$ cat src/rtl/program_sequencer_if.sv
// Run-sequencer bus: job parameters, input/result byte streams,
// DataMem side port and processor start/ack handshake.
interface program_sequencer_if #(
   parameter int AW = 8,
   parameter int DW = 8
);
   logic          Go;
   logic [7:0]    NumIn;
   logic [7:0]    NumOut;
   logic [AW-1:0] BaseIn;
   logic [AW-1:0] BaseOut;
   logic          InValid;
   logic [DW-1:0] InData;
   logic          InReady;
   logic          OutValid;
   logic [DW-1:0] OutData;
   logic          OutReady;
   logic          MemSel;
   logic          MemWrEn;
   logic [AW-1:0] MemAddr;
   logic [DW-1:0] MemWrData;
   logic [DW-1:0] MemRdData;
   logic          Start;
   logic          Ack;
   logic          Busy;
   logic          Done;
   logic          TimedOut;
   logic [15:0]   RunCycles;

   // Sequencer side
   modport master (
      input  Go, NumIn, NumOut, BaseIn, BaseOut, InValid, InData, OutReady,
             MemRdData, Ack,
      output InReady, OutValid, OutData, MemSel, MemWrEn, MemAddr, MemWrData,
             Start, Busy, Done, TimedOut, RunCycles
   );

   // Environment side (host, processor, DataMem mux)
   modport slave (
      output Go, NumIn, NumOut, BaseIn, BaseOut, InValid, InData, OutReady,
             MemRdData, Ack,
      input  InReady, OutValid, OutData, MemSel, MemWrEn, MemAddr, MemWrData,
             Start, Busy, Done, TimedOut, RunCycles
   );
endinterface

$ cat src/rtl/program_sequencer.sv
// Run sequencer: loads input bytes into DataMem, strobes Start, times the
// processor run until Ack or timeout, then drains result bytes from DataMem.
module program_sequencer #(
   parameter int          AW        = 8,
   parameter int          DW        = 8,
   parameter int unsigned TIMEOUT   = 65535,
   parameter int unsigned START_CYC = 1
) (
   input  logic                 Clk,
   input  logic                 Reset,
   program_sequencer_if.master  bus
);

   localparam logic [15:0] TO_L   = 16'(TIMEOUT);
   localparam logic [15:0] SC_END = 16'(START_CYC - 1);

   typedef enum logic [2:0] {
      S_IDLE,
      S_LOAD,
      S_START,
      S_RUN,
      S_DRAIN,
      S_DONE
   } state_t;

   state_t        state_q, state_d;
   logic [7:0]    idx_q, idx_d;
   logic [15:0]   cnt_q, cnt_d;
   logic [15:0]   run_cycles_q, run_cycles_d;
   logic          timed_out_q, timed_out_d;
   logic [7:0]    num_in_q, num_in_d;
   logic [7:0]    num_out_q, num_out_d;
   logic [AW-1:0] base_in_q, base_in_d;
   logic [AW-1:0] base_out_q, base_out_d;

   // Next-state: job acceptance, beat counting, start hold, run timing
   always_comb begin
      state_d      = state_q;
      idx_d        = idx_q;
      cnt_d        = cnt_q;
      run_cycles_d = run_cycles_q;
      timed_out_d  = timed_out_q;
      num_in_d     = num_in_q;
      num_out_d    = num_out_q;
      base_in_d    = base_in_q;
      base_out_d   = base_out_q;
      unique case (state_q)
         S_IDLE: begin
            if (bus.Go) begin
               num_in_d     = bus.NumIn;
               num_out_d    = bus.NumOut;
               base_in_d    = bus.BaseIn;
               base_out_d   = bus.BaseOut;
               timed_out_d  = 1'b0;
               run_cycles_d = '0;
               idx_d        = '0;
               cnt_d        = '0;
               state_d      = (bus.NumIn == 8'd0) ? S_START : S_LOAD;
            end
         end
         S_LOAD: begin
            if (bus.InValid) begin
               if (idx_q == num_in_q - 8'd1) begin
                  state_d = S_START;
                  cnt_d   = '0;
               end else begin
                  idx_d = idx_q + 8'd1;
               end
            end
         end
         S_START: begin
            if (cnt_q == SC_END) begin
               state_d = S_RUN;
               cnt_d   = '0;
            end else begin
               cnt_d = cnt_q + 16'd1;
            end
         end
         S_RUN: begin
            // Ack takes priority over a coincident timeout
            if (bus.Ack) begin
               run_cycles_d = cnt_q + 16'd1;
               idx_d        = '0;
               state_d      = (num_out_q == 8'd0) ? S_DONE : S_DRAIN;
            end else if (cnt_q + 16'd1 == TO_L) begin
               run_cycles_d = TO_L;
               timed_out_d  = 1'b1;
               state_d      = S_DONE;
            end else begin
               cnt_d = cnt_q + 16'd1;
            end
         end
         S_DRAIN: begin
            if (bus.OutReady) begin
               if (idx_q == num_out_q - 8'd1) begin
                  state_d = S_DONE;
               end else begin
                  idx_d = idx_q + 8'd1;
               end
            end
         end
         S_DONE:  state_d = S_IDLE;
         default: state_d = S_IDLE;
      endcase
   end

   // State and counter registers with synchronous active-low reset
   always_ff @(posedge Clk) begin
      if (!Reset) begin
         state_q      <= S_IDLE;
         idx_q        <= '0;
         cnt_q        <= '0;
         run_cycles_q <= '0;
         timed_out_q  <= 1'b0;
         num_in_q     <= '0;
         num_out_q    <= '0;
         base_in_q    <= '0;
         base_out_q   <= '0;
      end else begin
         state_q      <= state_d;
         idx_q        <= idx_d;
         cnt_q        <= cnt_d;
         run_cycles_q <= run_cycles_d;
         timed_out_q  <= timed_out_d;
         num_in_q     <= num_in_d;
         num_out_q    <= num_out_d;
         base_in_q    <= base_in_d;
         base_out_q   <= base_out_d;
      end
   end

   // Output decode from registered state; memory port passes data through
   always_comb begin
      bus.InReady   = 1'b0;
      bus.OutValid  = 1'b0;
      bus.OutData   = '0;
      bus.MemSel    = 1'b0;
      bus.MemWrEn   = 1'b0;
      bus.MemAddr   = '0;
      bus.MemWrData = '0;
      bus.Start     = 1'b0;
      bus.Done      = 1'b0;
      bus.Busy      = (state_q != S_IDLE);
      bus.TimedOut  = timed_out_q;
      bus.RunCycles = run_cycles_q;
      unique case (state_q)
         S_LOAD: begin
            bus.MemSel    = 1'b1;
            bus.InReady   = 1'b1;
            bus.MemWrEn   = bus.InValid;
            bus.MemAddr   = base_in_q + AW'(idx_q);
            bus.MemWrData = bus.InData;
         end
         S_START: bus.Start = 1'b1;
         S_DRAIN: begin
            bus.MemSel   = 1'b1;
            bus.OutValid = 1'b1;
            bus.MemAddr  = base_out_q + AW'(idx_q);
            bus.OutData  = bus.MemRdData;
         end
         S_DONE:  bus.Done = 1'b1;
         default: ;
      endcase
   end

endmodule

$ cat src/flat_wrapper.sv
// flat-port wrapper written by rule: the top's interface ports become plain ports
module program_sequencer_flat 
#(
   parameter int          AW        = 8,
   parameter int          DW        = 8,
   parameter int unsigned TIMEOUT   = 65535,
   parameter int unsigned START_CYC = 1
)
  (Clk, Reset, bus_Go, bus_NumIn, bus_NumOut, bus_BaseIn, bus_BaseOut, bus_InValid, bus_InData, bus_OutReady, bus_MemRdData, bus_Ack, bus_InReady, bus_OutValid, bus_OutData, bus_MemSel, bus_MemWrEn, bus_MemAddr, bus_MemWrData, bus_Start, bus_Busy, bus_Done, bus_TimedOut, bus_RunCycles);
  program_sequencer_if #(.AW(AW), .DW(DW)) bus_i ();
  input  logic Clk;
  input  logic Reset;
  input wire logic [$bits(bus_i.Go)-1:0] bus_Go;
  input wire logic [$bits(bus_i.NumIn)-1:0] bus_NumIn;
  input wire logic [$bits(bus_i.NumOut)-1:0] bus_NumOut;
  input wire logic [$bits(bus_i.BaseIn)-1:0] bus_BaseIn;
  input wire logic [$bits(bus_i.BaseOut)-1:0] bus_BaseOut;
  input wire logic [$bits(bus_i.InValid)-1:0] bus_InValid;
  input wire logic [$bits(bus_i.InData)-1:0] bus_InData;
  input wire logic [$bits(bus_i.OutReady)-1:0] bus_OutReady;
  input wire logic [$bits(bus_i.MemRdData)-1:0] bus_MemRdData;
  input wire logic [$bits(bus_i.Ack)-1:0] bus_Ack;
  output wire logic [$bits(bus_i.InReady)-1:0] bus_InReady;
  output wire logic [$bits(bus_i.OutValid)-1:0] bus_OutValid;
  output wire logic [$bits(bus_i.OutData)-1:0] bus_OutData;
  output wire logic [$bits(bus_i.MemSel)-1:0] bus_MemSel;
  output wire logic [$bits(bus_i.MemWrEn)-1:0] bus_MemWrEn;
  output wire logic [$bits(bus_i.MemAddr)-1:0] bus_MemAddr;
  output wire logic [$bits(bus_i.MemWrData)-1:0] bus_MemWrData;
  output wire logic [$bits(bus_i.Start)-1:0] bus_Start;
  output wire logic [$bits(bus_i.Busy)-1:0] bus_Busy;
  output wire logic [$bits(bus_i.Done)-1:0] bus_Done;
  output wire logic [$bits(bus_i.TimedOut)-1:0] bus_TimedOut;
  output wire logic [$bits(bus_i.RunCycles)-1:0] bus_RunCycles;
  assign bus_i.Go = bus_Go;
  assign bus_i.NumIn = bus_NumIn;
  assign bus_i.NumOut = bus_NumOut;
  assign bus_i.BaseIn = bus_BaseIn;
  assign bus_i.BaseOut = bus_BaseOut;
  assign bus_i.InValid = bus_InValid;
  assign bus_i.InData = bus_InData;
  assign bus_i.OutReady = bus_OutReady;
  assign bus_i.MemRdData = bus_MemRdData;
  assign bus_i.Ack = bus_Ack;
  assign bus_InReady = bus_i.InReady;
  assign bus_OutValid = bus_i.OutValid;
  assign bus_OutData = bus_i.OutData;
  assign bus_MemSel = bus_i.MemSel;
  assign bus_MemWrEn = bus_i.MemWrEn;
  assign bus_MemAddr = bus_i.MemAddr;
  assign bus_MemWrData = bus_i.MemWrData;
  assign bus_Start = bus_i.Start;
  assign bus_Busy = bus_i.Busy;
  assign bus_Done = bus_i.Done;
  assign bus_TimedOut = bus_i.TimedOut;
  assign bus_RunCycles = bus_i.RunCycles;
  program_sequencer #(.AW(AW), .DW(DW), .TIMEOUT(TIMEOUT), .START_CYC(START_CYC)) u_core (.Clk(Clk), .Reset(Reset), .bus(bus_i));
endmodule
$ cat config.mk
export PLATFORM = sky130hd
export DESIGN_NAME = program_sequencer_flat
export DESIGN_NICKNAME = d
export VERILOG_FILES = /design/src/rtl/program_sequencer_if.sv /design/src/rtl/program_sequencer.sv /design/src/flat_wrapper.sv
export SDC_FILE = /design/constraint.sdc
export NUM_CORES = 1
export LEC_CHECK = 0
export CAP_MARGIN = 10
export CELL_PAD_IN_SITES_DETAIL_PLACEMENT = 1
export CELL_PAD_IN_SITES_GLOBAL_PLACEMENT = 2
export CORE_AREA = 2 2 114 116
export CTS_CLUSTER_SIZE = 14
export DETAILED_ROUTE_END_ITERATION = 8
export DIE_AREA = 0 0 116 118
export DONT_BUFFER_PORTS = 1
export PLACE_DENSITY = 0.85
export SLEW_MARGIN = 20
export SYNTH_ARGS = -nofsm -noshare
export SYNTH_HDL_FRONTEND = slang
export SYNTH_SLANG_ARGS = --single-unit
$ cat constraint.sdc
create_clock -name Clk -period 10 [get_ports Clk]
set_clock_uncertainty 0.2 [all_clocks]
set_input_delay 1.5 -clock Clk [delete_from_list [all_inputs] [get_ports Clk]]
set_output_delay 1.5 -clock Clk [all_outputs]
set_load 0.005 [all_outputs]
==> impl_metrics.ini <==
[layout]
final_area_sq_um = 5160
fill_cells = 1529
regArea_sq_um = 1520
fin_nets = 654
areaGrowthSynthToFinish_pct = 7.90
final_cells = 761
multi_input_area_sq_um = 3020
antenna_cells = 0
final_layout_size_suffix_gt1_frac = 0.0526

[timing]
fmax_mhz = 174
slew-limit-headroom = 0.253
period_needed_ns = 5.75
grt_setup_unrepaired = false
hold_viol = 0
worstMarginPinSlew_ns = 1.11
slew_violations = 0
setup_tns_ns = 0
setup_viol = 0
fin_crit_sh = 0.575
hold_ws_ns = 0.273

[drt]
via_per_inst = 5.62
drt_iter0_markers = 194
routed_wl_microns = 14600
drcViolationCount = 0
vias = 4275
routedWlPerCell_microns = 19.1
drt_pre_antenna_iters = 5
ant_nets = 0

[global_route]
grt_pass1_vias = 4468
grt_pass1_wl_microns = 23700
grt-ovfl-total = 0
grt_antenna_before_repair = 0
grt_max_degree = 77
grt_use_total = 0.221

[synth]
ys_types = 62
synth_edf_count = 0
synth_area_leader_cell = dfxtp_1
synth_area_per_cell_sq_um = 7.87
synth_top_flop_cell = dfxtp_1
yosys_warnings = 0
yosysTopAreaCellShare = 0.318
ys_ff_latch = 76
syn_inst = 608
syn-num-nets = 677
synth_seq_area_share = 0.318
synth_area_leaders = dfxtp_1, nand2_1, a21boi_0, mux2i_1, ha_1
synth_area_sq_um = 4790
async_flop_share = 0

[die]
dieHeight_microns = 118
initial_utilization = 0.386
rows = 41
io_pins = 102
dieArea_sq_um = 13700
core_area_sq_um = 12400
die_w_microns = 116

[worst_setup_path]
cp-start-kind = flip-flop
worstPathArrival_ns = 4.05
crit_fanout = 13
required_ns = 8.30
critPathKind = reg2out
rrSetupSlack_ns = 6.56
reg2reg_to = u_core.bus.RunCycles[7]
reg2reg_depth = 8
reg2reg_from = u_core.cnt_q[1]
setup.worst_path.end_class = output port

[clock_tree]
root_buffer = clkbuf_16
cts_sinks = 76
cts_resized = 0
cts.path.max_buffers = 2
cts_made_buffers = 9
tritoncts = built
cts-htree-levels = 3
insertion_delay_ns = 0.35
hold_buffers = 0
clk_pin_slew_ns = 0.06
cts_setup_buffers = 0

[worst_hold_path]
holdPathStages = 2
hp-class = reg2reg
min_to = u_core.base_out_q[0]
worstHoldStart = u_core.base_out_q[0]

[power_and_ir_drop]
p_leak_uw = 0.00201
p_total_uw = 896
cellPowerDensity_nw_per_um2 = 173
vdd_drop_max_uv = 81.0

[flow_run]
drv_cap = 0

[placement]
routabilityCongestion = 0.820
dp.cells = 746
dp_hpwl_microns = 10600
dpl_cell_area_sq_um = 4850
port_buffers = 0

[outcome]
outcome = finished, final reports clean
Yosys cell counts (2+ instances only):
| master | n |
|---|---|
| nand2_1 | 138 |
| mux2i_1 | 24 |
| xnor2_1 | 16 |
| a21oi_1 | 8 |
| a21boi_0 | 33 |
| nand4b_1 | 7 |
| o211ai_1 | 8 |
| nor2_1 | 27 |
| ha_1 | 14 |
| nand3_1 | 15 |
| o21ai_1 | 2 |
| buf_2 | 2 |
| nor2b_1 | 10 |
| o31ai_1 | 3 |
| nor4b_1 | 3 |
| a21o_1 | 2 |
| o221ai_1 | 5 |
| a22oi_1 | 2 |
| inv_1 | 19 |
| nor3_1 | 11 |
| or2_2 | 2 |
| nand2b_1 | 10 |
| xor2_1 | 17 |
| o22a_1 | 3 |
| clkbuf_1 | 30 |
| o21ai_0 | 24 |
| or3_1 | 2 |
| o21a_1 | 4 |
| nand4_1 | 11 |
| a31oi_1 | 4 |
| and2_1 | 14 |
| and3_1 | 16 |
| o221a_1 | 4 |
| buf_6 | 2 |
| nand3b_1 | 5 |
| dfxtp_1 | 76 |
| nor4_1 | 10 |
how the worst max path moves through the flow:
stage	slack, ns	from	end	cells after the start
3_3_place_gp	4.80	u_core.state_q[0]	bus_MemAddr[7]	13
4_1_cts	4.23	u_core.state_q[0]	bus_MemAddr[7]	13
3_5_place_dp	4.68	u_core.state_q[0]	bus_MemAddr[7]	13
5_1_grt	3.84	u_core.state_q[0]	bus_MemAddr[7]	13
6_report	4.25	u_core.state_q[0]	bus_MemAddr[7]	13
2_1_floorplan	5.25	u_core.state_q[0]	bus_MemAddr[7]	15
cells by family (layout without fill, tap and decap cells):
family | Yosys count | count (layout) | share of synthesized area
AOI/OAI and AO/OA | 111 | 111 | 0.166
xor gates and xnor gates | 35 | 35 | 0.0695
adders and majority gates | 15 | 15 | 0.0408
buffers and inverters | 56 | 37 | 0.0512
DFF | 76 | 76 | 0.318
muxes | 25 | 25 | 0.0525
and+or+nand+nor | 290 | 290 | 0.302
power breakdown:
part	total (uW)	switching (uW)	internal, uW
clock	354	130	224
sequential	344	23.1	321
combinational	198	126	71.6
final cells by class:
class | count | area share
Tap cell | 172 | 0.0417
Clock inverter | 4 | 0.0143
Clock buffer | 11 | 0.0470
Multi-Input combinational cell | 476 | 0.585
Sequential cell | 76 | 0.295
Timing Repair Buffer | 2 | 0.00291
Inverter | 20 | 0.0145
flip-flops by register name (all words and copies together), names as in the netlist:
register	count
u_core.state_q	3
u_core.cnt_q	16
u_core.base_in_q	8
u_core.num_in_q	8
u_core.bus.TimedOut	1
u_core.base_out_q	8
u_core.idx_q	8
u_core.bus.RunCycles	16
u_core.num_out_q	8
cell usage in the layout (no fill, tap or decap), drive strengths merged, types with 14 or more instances in the layout:
master,Yosys,routed
inv,19,19
nor2,27,27
mux2i,24,24
a21boi,33,33
and2,14,14
dfxtp,76,76
nand3,15,15
o21ai,26,26
and3,16,16
xor2,18,18
ha,14,14
xnor2,17,17
nand2,139,139
routing by layer:
metal / vias to the layer above / part of all wire / track usage
li1: 2078 / - / -
met1: 2120 / 0.42 / 0.261
met2: 58 / 0.52 / 0.386
met3: 19 / 0.044 / 0.0644
met4: 0 / 0.016 / 0.0595
met5: - / 0 / 0
per-stage QoR:
stage          utilization  setup WS [ns]
4_1_cts              0.416           4.23
2_1_floorplan            -           5.25
6_report             0.416           4.25
3_5_place_dp         0.390           4.68
5_1_grt              0.416           3.84
3_3_place_gp         0.390           4.80
critical path: stages, from the launching register on:
cell     delay [ns]
dfxtp_1        0.43
nor2_1         0.40
nand2_1        0.36
inv_1          0.44
nand2_1        0.12
nand2_1        0.12
ha_1           0.25
a21o_1         0.18
a21oi_1        0.21
nor2b_1        0.07
o21a_1         0.18
o41ai_1        0.32
xor2_1         0.23
mux2i_1        0.39
No activity file was read; power rests on OpenSTA's default activity.
